--- config.mk ---
export PLATFORM = sky130hd
export DESIGN_NAME = polar_frame_tx
export DESIGN_NICKNAME = d
export VERILOG_FILES = /design/src/rtl/polar_frame_tx.sv
export SDC_FILE = /design/constraint.sdc
export NUM_CORES = 1
export LEC_CHECK = 0
export ABC_AREA = 1
export CAP_MARGIN = 10
export CORE_AREA = 2 2 69 52
export CTS_BUF_LIST = sky130_fd_sc_hd__clkbuf_4 sky130_fd_sc_hd__clkbuf_8
export DETAILED_ROUTE_END_ITERATION = 8
export DIE_AREA = 0 0 71 54
export PLACE_DENSITY_LB_ADDON = 0.12
export RECOVER_POWER = 50
export REMOVE_ABC_BUFFERS = 1
export SYNTH_ARGS = -nofsm -noshare
export SYNTH_HDL_FRONTEND = slang
export SYNTH_SLANG_ARGS = --single-unit
--- constraint.sdc ---
create_clock -name clk -period 2.68 [get_ports clk]
set_clock_uncertainty 0.05 [all_clocks]
set_input_delay 0.402 -clock clk [delete_from_list [all_inputs] [get_ports clk]]
set_output_delay 0.402 -clock clk [all_outputs]
set_load 0.01 [all_outputs]
--- src/rtl/polar_frame_tx.sv ---
// polar_frame_tx: serialises {theta, r} polar results as UART-style frames
// (start, 8 data bits LSB first, optional even parity, stop) with a one-entry holding buffer.
module polar_frame_tx #(
  parameter int CLKS_PER_BIT = 16,
  parameter int PARITY_EN    = 1
) (
  input  logic       clk,
  input  logic       rst,
  input  logic       in_valid,
  output logic       in_ready,
  input  logic [3:0] in_r,
  input  logic [3:0] in_theta,
  output logic       tx,
  output logic       busy,
  output logic       frame_done
);

  localparam int CW = (CLKS_PER_BIT > 2) ? $clog2(CLKS_PER_BIT) : 1;
  localparam logic [CW-1:0] BAUD_LAST = CW'(CLKS_PER_BIT - 1);
  localparam logic [CW-1:0] BAUD_ONE  = CW'(1);
  localparam bit PAR_ON = (PARITY_EN != 0);

  typedef enum logic [2:0] {
    IDLE   = 3'd0,
    START  = 3'd1,
    DATA   = 3'd2,
    PARITY = 3'd3,
    STOP   = 3'd4
  } state_t;

  function automatic logic even_parity(input logic [7:0] d);
    return ^d;
  endfunction

  state_t        state_r;
  logic [CW-1:0] baud_r;
  logic [2:0]    bit_idx_r;
  logic [7:0]    shift_r;
  logic [7:0]    buf_r;
  logic          buf_full_r;
  logic          tx_r;
  logic          busy_r;
  logic          done_r;

  logic          accept_s;
  logic          baud_end_s;
  logic          stop_end_s;
  logic [7:0]    in_word_s;

  assign accept_s   = in_valid & ~buf_full_r;
  assign baud_end_s = (baud_r == BAUD_LAST);
  assign stop_end_s = (state_r == STOP) && baud_end_s;
  assign in_word_s  = {in_theta, in_r};

  assign in_ready   = ~buf_full_r;
  assign tx         = tx_r;
  assign busy       = busy_r;
  assign frame_done = done_r;

  // Frame sequencer: baud timing, bit selection and the registered line outputs.
  always_ff @(posedge clk or posedge rst) begin
    if (rst) begin
      state_r   <= IDLE;
      baud_r    <= '0;
      bit_idx_r <= 3'd0;
      shift_r   <= 8'h00;
      tx_r      <= 1'b1;
      busy_r    <= 1'b0;
      done_r    <= 1'b0;
    end else begin
      done_r <= 1'b0;
      case (state_r)
        IDLE: begin
          baud_r <= '0;
          if (accept_s) begin
            shift_r <= in_word_s;
            state_r <= START;
            tx_r    <= 1'b0;
            busy_r  <= 1'b1;
          end
        end
        START: begin
          if (baud_end_s) begin
            baud_r    <= '0;
            bit_idx_r <= 3'd0;
            tx_r      <= shift_r[0];
            state_r   <= DATA;
          end else begin
            baud_r <= baud_r + BAUD_ONE;
          end
        end
        DATA: begin
          if (baud_end_s) begin
            baud_r <= '0;
            if (bit_idx_r != 3'd7) begin
              bit_idx_r <= bit_idx_r + 3'd1;
              tx_r      <= shift_r[bit_idx_r + 3'd1];
            end else if (PAR_ON) begin
              state_r <= PARITY;
              tx_r    <= even_parity(shift_r);
            end else begin
              state_r <= STOP;
              tx_r    <= 1'b1;
            end
          end else begin
            baud_r <= baud_r + BAUD_ONE;
          end
        end
        PARITY: begin
          if (baud_end_s) begin
            baud_r  <= '0;
            state_r <= STOP;
            tx_r    <= 1'b1;
          end else begin
            baud_r <= baud_r + BAUD_ONE;
          end
        end
        STOP: begin
          if (baud_end_s) begin
            baud_r <= '0;
            done_r <= 1'b1;
            // A buffered result has priority; a same-edge accept is only possible when it is empty.
            if (buf_full_r) begin
              shift_r <= buf_r;
              state_r <= START;
              tx_r    <= 1'b0;
            end else if (accept_s) begin
              shift_r <= in_word_s;
              state_r <= START;
              tx_r    <= 1'b0;
            end else begin
              state_r <= IDLE;
              tx_r    <= 1'b1;
              busy_r  <= 1'b0;
            end
          end else begin
            baud_r <= baud_r + BAUD_ONE;
          end
        end
        default: begin
          state_r <= IDLE;
          baud_r  <= '0;
          tx_r    <= 1'b1;
          busy_r  <= 1'b0;
        end
      endcase
    end
  end

  // One-entry holding buffer for a result accepted while a frame is on the line.
  always_ff @(posedge clk or posedge rst) begin
    if (rst) begin
      buf_full_r <= 1'b0;
      buf_r      <= 8'h00;
    end else begin
      if (stop_end_s && buf_full_r) begin
        buf_full_r <= 1'b0;
      end else if (accept_s && (state_r != IDLE) && !stop_end_s) begin
        buf_r      <= in_word_s;
        buf_full_r <= 1'b1;
      end else begin
        buf_full_r <= buf_full_r;
      end
    end
  end

endmodule

==> qor.csv, run 1 <==
metric,value,unit
status,"finished, final reports clean",
ctsHoldBuffers,0,
start_util,50.3,%
die_y,54,microns
pwr_density_cell,479,mW/mm^2
synth_commonest_cells,"nand2_1 (58), dfrtp_1 (29), inv_1 (20)",
synth_warnings,0,
dp_hpwl,2500,microns
ys_async_sr_fraction,100,%
synth_top_area_cell,dfrtp_1,
cpMaxStageDelayCell,dfstp_2,
slew_headroom,74.8,%
clock-sinks,30,
min_path_type,reg2reg,
nets,225,
grt_max_degree,31,
cts_buffers,5,
syn_area,0.00164,sq mm
die_w,71,microns
crit_type,reg2out,
rsz0062_at_grt,no,
p_leak,0.00102,uW
area_growth,18.2,%
finalCritPeriodShare,67.3,%
place_congestion,0.785,
ant_nets,0,
crit_family,flip-flops,
synth_flop_cell,dfrtp_1,
firstDrtPassIters,4,
drc,0,
crit_fanout,2,
fin_setup_tns,0,ns
synth_cell_type_count,27,
cts_resized,0,
port_buffers,14,
finalMaxSlewViolations,0,
timing_hold_violations_final,0,
synth-edff-count,0,
routedWlPerCell,13.6,microns
synth_seq_cells,30,
synth.top_cell.area_share,44.2,%
diodes,0,
grt_first_pass_wirelength,5770,microns
clock_path_buffers,2,
cp_data_arrival_time,1.35,ns
syn_area_per_cell,8.64,sq um
routed_wl,3420,microns
viasPerCell,5.31,
final_core_util,59.4,%
cpPeakStageDelay,0.54,ns
fmax,554,MHz
drt_iter0_drc,48,
cts-root-buf,clkbuf_8,
crit_buf_inv,1,
coreArea,0.00327,sq mm
yosysMostFrequentCell,nand2_1,
startpoint_type,flip-flop,
overflow,0,
worst_setup_path_end_kind,output pin,
nFillCells,289,
ys_top_cells_by_area,"dfrtp_1 (44%), nand2_1 (13%), mux2_4 (7.3%), inv_1 (4.6%), a22oi_1 (3.7%)",
clk_latency,0.29,ns
grt_pass1_vias,1278,
antenna_found_initial,0,
final-setup-viol-count,0,
max_cap_violations,0,
syn-instance-count,190,
fp.dieArea,0.00383,sq mm
worst_pin_slew,0.377,ns
crit_chain,clkdlybuf4s50_1,
drive_gt1_share,15.6,%
cts_tree,done,
clk_pin_slew_worst_paths,0.07,ns
cts.htree.levels,2,
ir_worst_vdd,0.399,mV
yosysSeqAreaShare,45.8,%
postCtsSetupBuffers,0,
grt_usage,20.2,%
std_cell_rows,18,
cp.required,2.23,ns
pin_count,15,
vias,1337,
period_minus_slack,1.80,ns
==> metrics by stage <==
step / worst slack (ns) / area, sq um / power [uW] / hold slack (ns) / instances
after detailed placement: 0.764 / 1830 / 489 / 0.406 / 244
after floorplan: 1.11 / 1640 / 468 / 0.380 / 189
after global routing: 0.848 / 1940 / 960 / 0.442 / 252
final: 0.876 / 1940 / 929 / 0.413 / 252
after global placement: 0.818 / 1830 / 488 / 0.395 / 244
after CTS: 0.867 / 1940 / 939 / 0.414 / 252
==> placed cells by master, fill, tap and decap left out, drive strengths merged <==
cell,Yosys,routed
bufinv,0,1
o211ai,2,2
nor2,6,6
clkinv,0,2
ha,3,3
mux2,8,8
dlygate4sd3,0,1
a211oi,1,1
dfrtp,29,29
o22ai,8,8
xor2,1,1
dfstp,1,1
or2,1,1
nand2,65,65
clkbuf,1,5
nand3,10,10
clkdlybuf4s50,0,13
o21ai,11,11
a31oi,1,1
nand4,2,2
a21boi,1,1
a22oi,8,8
buf,0,1
a21oi,6,6
inv,25,25
==> routing by layer <==
layer	part of all wire [%]	vias up	track usage, %
met5	0	-	0
met1	50	628	26.7
met2	42	31	30.4
met4	1.8	0	9.75
li1	-	673	-
met3	5.4	5	6.55
==> flip-flops by register name, summed over array words and instances, names as in the netlist <==
name	cells
buf_r	8
shift_r	8
baud_r	4
bit_idx_r	3
state_r	3
buf_full_r	1
busy	1
frame_done	1
tx	1
==> final cells by class <==
cell class	instances	area [sq um]	area share (%)
Multi-Input combinational cell	134	788	40.6
Sequential cell	30	752	38.7
Timing Repair Buffer	15	148	7.61
Inverter	25	93.8	4.84
Clock buffer	5	68.8	3.55
Tap cell	40	50.0	2.58
Clock inverter	3	40.0	2.06
==> where the power goes <==
part           internal (uW)  switching, uW
sequential               453              0
combinational           13.9           12.7
clock                    273            177
total                    740            189
==> cells by family (layout without fill, tap and decap cells) <==
family                     after synthesis  after routing  share of synthesized area [%]
buffers and inverters                   26             48                           6.02
DFF                                     30             30                           45.8
AOI/OAI and AO/OA                       38             38                           15.0
xor gates and xnor gates                 1              1                          0.534
muxes                                    8              8                           7.32
and+or+nand+nor                         84             84                           23.0
adders and majority gates                3              3                           2.29
==> final timing paths <==
kind	start	to	slack [ns]	depth (start not counted)
min in group asynchronous	rst	baud_r[0]	0.57	3
max in group asynchronous	rst	tx	1.69	3
worst max-delay path	tx	tx	0.88	1
worst min-delay path	baud_r[0]	baud_r[0]	0.41	1
worst min register to register	baud_r[0]	baud_r[0]	0.41	1
worst max register to register	baud_r[0]	buf_r[7]	0.98	8
(Power assumes the default switching activity.)
==> inputs of run 2 (changes only) <==
--- a/config.mk
+++ b/config.mk
@@ -7,10 +7,10 @@
 export LEC_CHECK = 0
 export ABC_AREA = 1
 export CAP_MARGIN = 10
-export CORE_AREA = 2 2 69 52
+export CORE_AREA = 2 2 70 52
 export CTS_BUF_LIST = sky130_fd_sc_hd__clkbuf_4 sky130_fd_sc_hd__clkbuf_8
 export DETAILED_ROUTE_END_ITERATION = 8
-export DIE_AREA = 0 0 71 54
+export DIE_AREA = 0 0 72 54
 export PLACE_DENSITY_LB_ADDON = 0.12
 export RECOVER_POWER = 50
 export REMOVE_ABC_BUFFERS = 1
==> constraint.sdc (replaced) <==
create_clock -name clk -period 1.5 [get_ports clk]
set_clock_uncertainty 0.05 [all_clocks]
set_input_delay 0.225 -clock clk [delete_from_list [all_inputs] [get_ports clk]]
set_output_delay 0.225 -clock clk [all_outputs]
set_load 0.01 [all_outputs]
==> run 2 against run 1 <==
  * The run now ends with setup timing left
  * Via count is 7.0% higher
  * Clock power rose by 41%
  * First-iteration DRC count grew 21%
  * Cell area increased by 9.7%
  * Global-route usage up 0.45 points
  * Sequential share of layout area decreased by 3.3 points
  * Worst hold slack gained 0.050 ns
  * Clock-buffer cell count grew 2
  * Cell count up 6.0%
  * Sequential power grew 79%
  * Largest power group unchanged
==> qor.csv, run 2 (same netlist as run 1, synthesis figures left out) <==
metric,value,unit
status,"finished, violations left",
violations,setup timing,
finalCritPeriodShare,101,%
ir_worst_vdd,0.627,mV
pin_count,15,
cpMaxStageDelayCell,dfrtp_2,
coreArea,0.00331,sq mm
rsz0062_at_grt,yes,
clk_pin_slew_worst_paths,0.06,ns
place_congestion,0.816,
ant_nets,0,
firstDrtPassIters,4,
worst_setup_path_end_kind,flip-flop,
die_w,72,microns
cts_tree,done,
crit_chain,inv_2 > nand2_2 > nor2_1 > inv_2 > nand3_4 > mux2_4,
cp.required,1.61,ns
timing_hold_violations_final,0,
cp_common_cell,inv_2,
vias,1430,
fmax,662,MHz
power,1490,uW
grt_usage,20.7,%
cts_buffers,5,
crit_type,reg2reg,
crit_fanout,5,
whs_path_depth,1,
pwr_density_cell,701,mW/mm^2
start_util,49.6,%
cp_data_arrival_time,1.63,ns
diodes,0,
r2r-end,buf_r[5],
fp.dieArea,0.00389,sq mm
clk_latency,0.28,ns
cts.htree.levels,2,
cpPeakStageDelay,0.46,ns
grt_first_pass_wirelength,5930,microns
routed_wl,3630,microns
cts-root-buf,clkbuf_8,
die_y,54,microns
std_cell_rows,18,
layout_commonest_cell,nand2_1,
layout_common_cells,"nand2_1 (55), dfrtp_1 (27), inv_1 (17)",
nets,241,
r2r-start,state_r[0],
slew_headroom,52.7,%
final-setup-viol-count,6,
clock-sinks,30,
holdPathEnd,buf_r[2],
reg2reg_depth,6,
dp_hpwl,2670,microns
port_buffers,14,
drc,0,
max_cap_violations,0,
crit_buf_inv,2,
overflow,0,
p_leak,0.00110,uW
grt_pass1_vias,1354,
routedWlPerCell,13.6,microns
hold_ws,0.462,ns
drive_gt1_share,29.5,%
area_growth,29.7,%
min_path_type,reg2reg,
period_minus_slack,1.51,ns
startpoint_type,flip-flop,
antenna_found_initial,0,
grt_max_degree,31,
rrSetupSlack,-0.01,ns
min_from,buf_r[2],
clock_path_buffers,2,
crit_family,flip-flops,
viasPerCell,5.36,
reg_top3,"buf_r x8, shift_r x8, baud_r x4",
worst_pin_slew,0.710,ns
drt_iter0_drc,58,
worst_slack,-0.0116,ns
finalMaxSlewViolations,0,
[run 2: routing by layer]
| metal | GRT usage, % | routed length [microns] | share of wire (%) |
|---|---|---|---|
| met4 | 8.18 | 53 | 1.5 |
| met1 | 27.5 | 1800 | 50 |
| met2 | 31.2 | 1640 | 45 |
| met5 | 0 | 0 | 0 |
| met3 | 7.30 | 136 | 3.7 |
[run 2: how the worst max path moves through the flow]
stage / end / cells past startpoint / slack (ns) / start
final: buf_r[5] / 6 / -0.01 / state_r[0]
after global routing: buf_r[3] / 6 / -0.07 / state_r[0]
after CTS: buf_r[5] / 8 / -0.02 / baud_r[0]
after detailed placement: shift_r[6] / 6 / -0.13 / in_valid
after global placement: buf_r[0] / 8 / -0.09 / baud_r[0]
after floorplan: buf_r[0] / 8 / -0.07 / baud_r[0]
[run 2: cell type report]
cell class | count | area, sq um
fill | 265 | 1180
multi-input combinational | 135 | 882
sequential | 30 | 754
timing repair buffer | 30 | 263
inverter | 25 | 96.3
clock buffer | 7 | 83.8
tap | 40 | 50.0
[run 2: repair_timing]
item	4_1_cts	5_1_grt
endpoints found under the setup margin	19	24
cloned	1	0
hold buffers	0	0
setup buffers	2	1
pin swaps	1	2
gates resized for setup	13	15
[run 2: worst register-to-register path, stage by stage (launching register included)]
cell     delay, ns
dfrtp_2       0.46
inv_2         0.08
nand2_2       0.06
nor2_1        0.17
inv_2         0.11
nand3_4       0.15
mux2_4        0.32
[run 2: per-stage QoR]
stage | area (sq um) | cells | util (%) | TNS [ns] | setup WS, ns
2_1_floorplan | 1640 | 189 | - | -0.567 | -0.0709
6_report | 2130 | 267 | 64.3 | -0.0460 | -0.0116
3_3_place_gp | 1940 | 257 | 58.7 | -1.30 | -0.0888
4_1_cts | 2100 | 267 | 63.5 | -0.0725 | -0.0184
5_1_grt | 2130 | 267 | 64.3 | -1.07 | -0.0734
3_5_place_dp | 1940 | 257 | 58.7 | -1.88 | -0.128
[run 2: power breakdown]
part / switching (uW) / leakage, uW / internal (uW)
Combinational: 23.2 / 0.000691 / 23.9
Clock: 281 / 0.0000452 / 354
Sequential: 0 / 0.000365 / 810
Total: 304 / 0.00110 / 1190
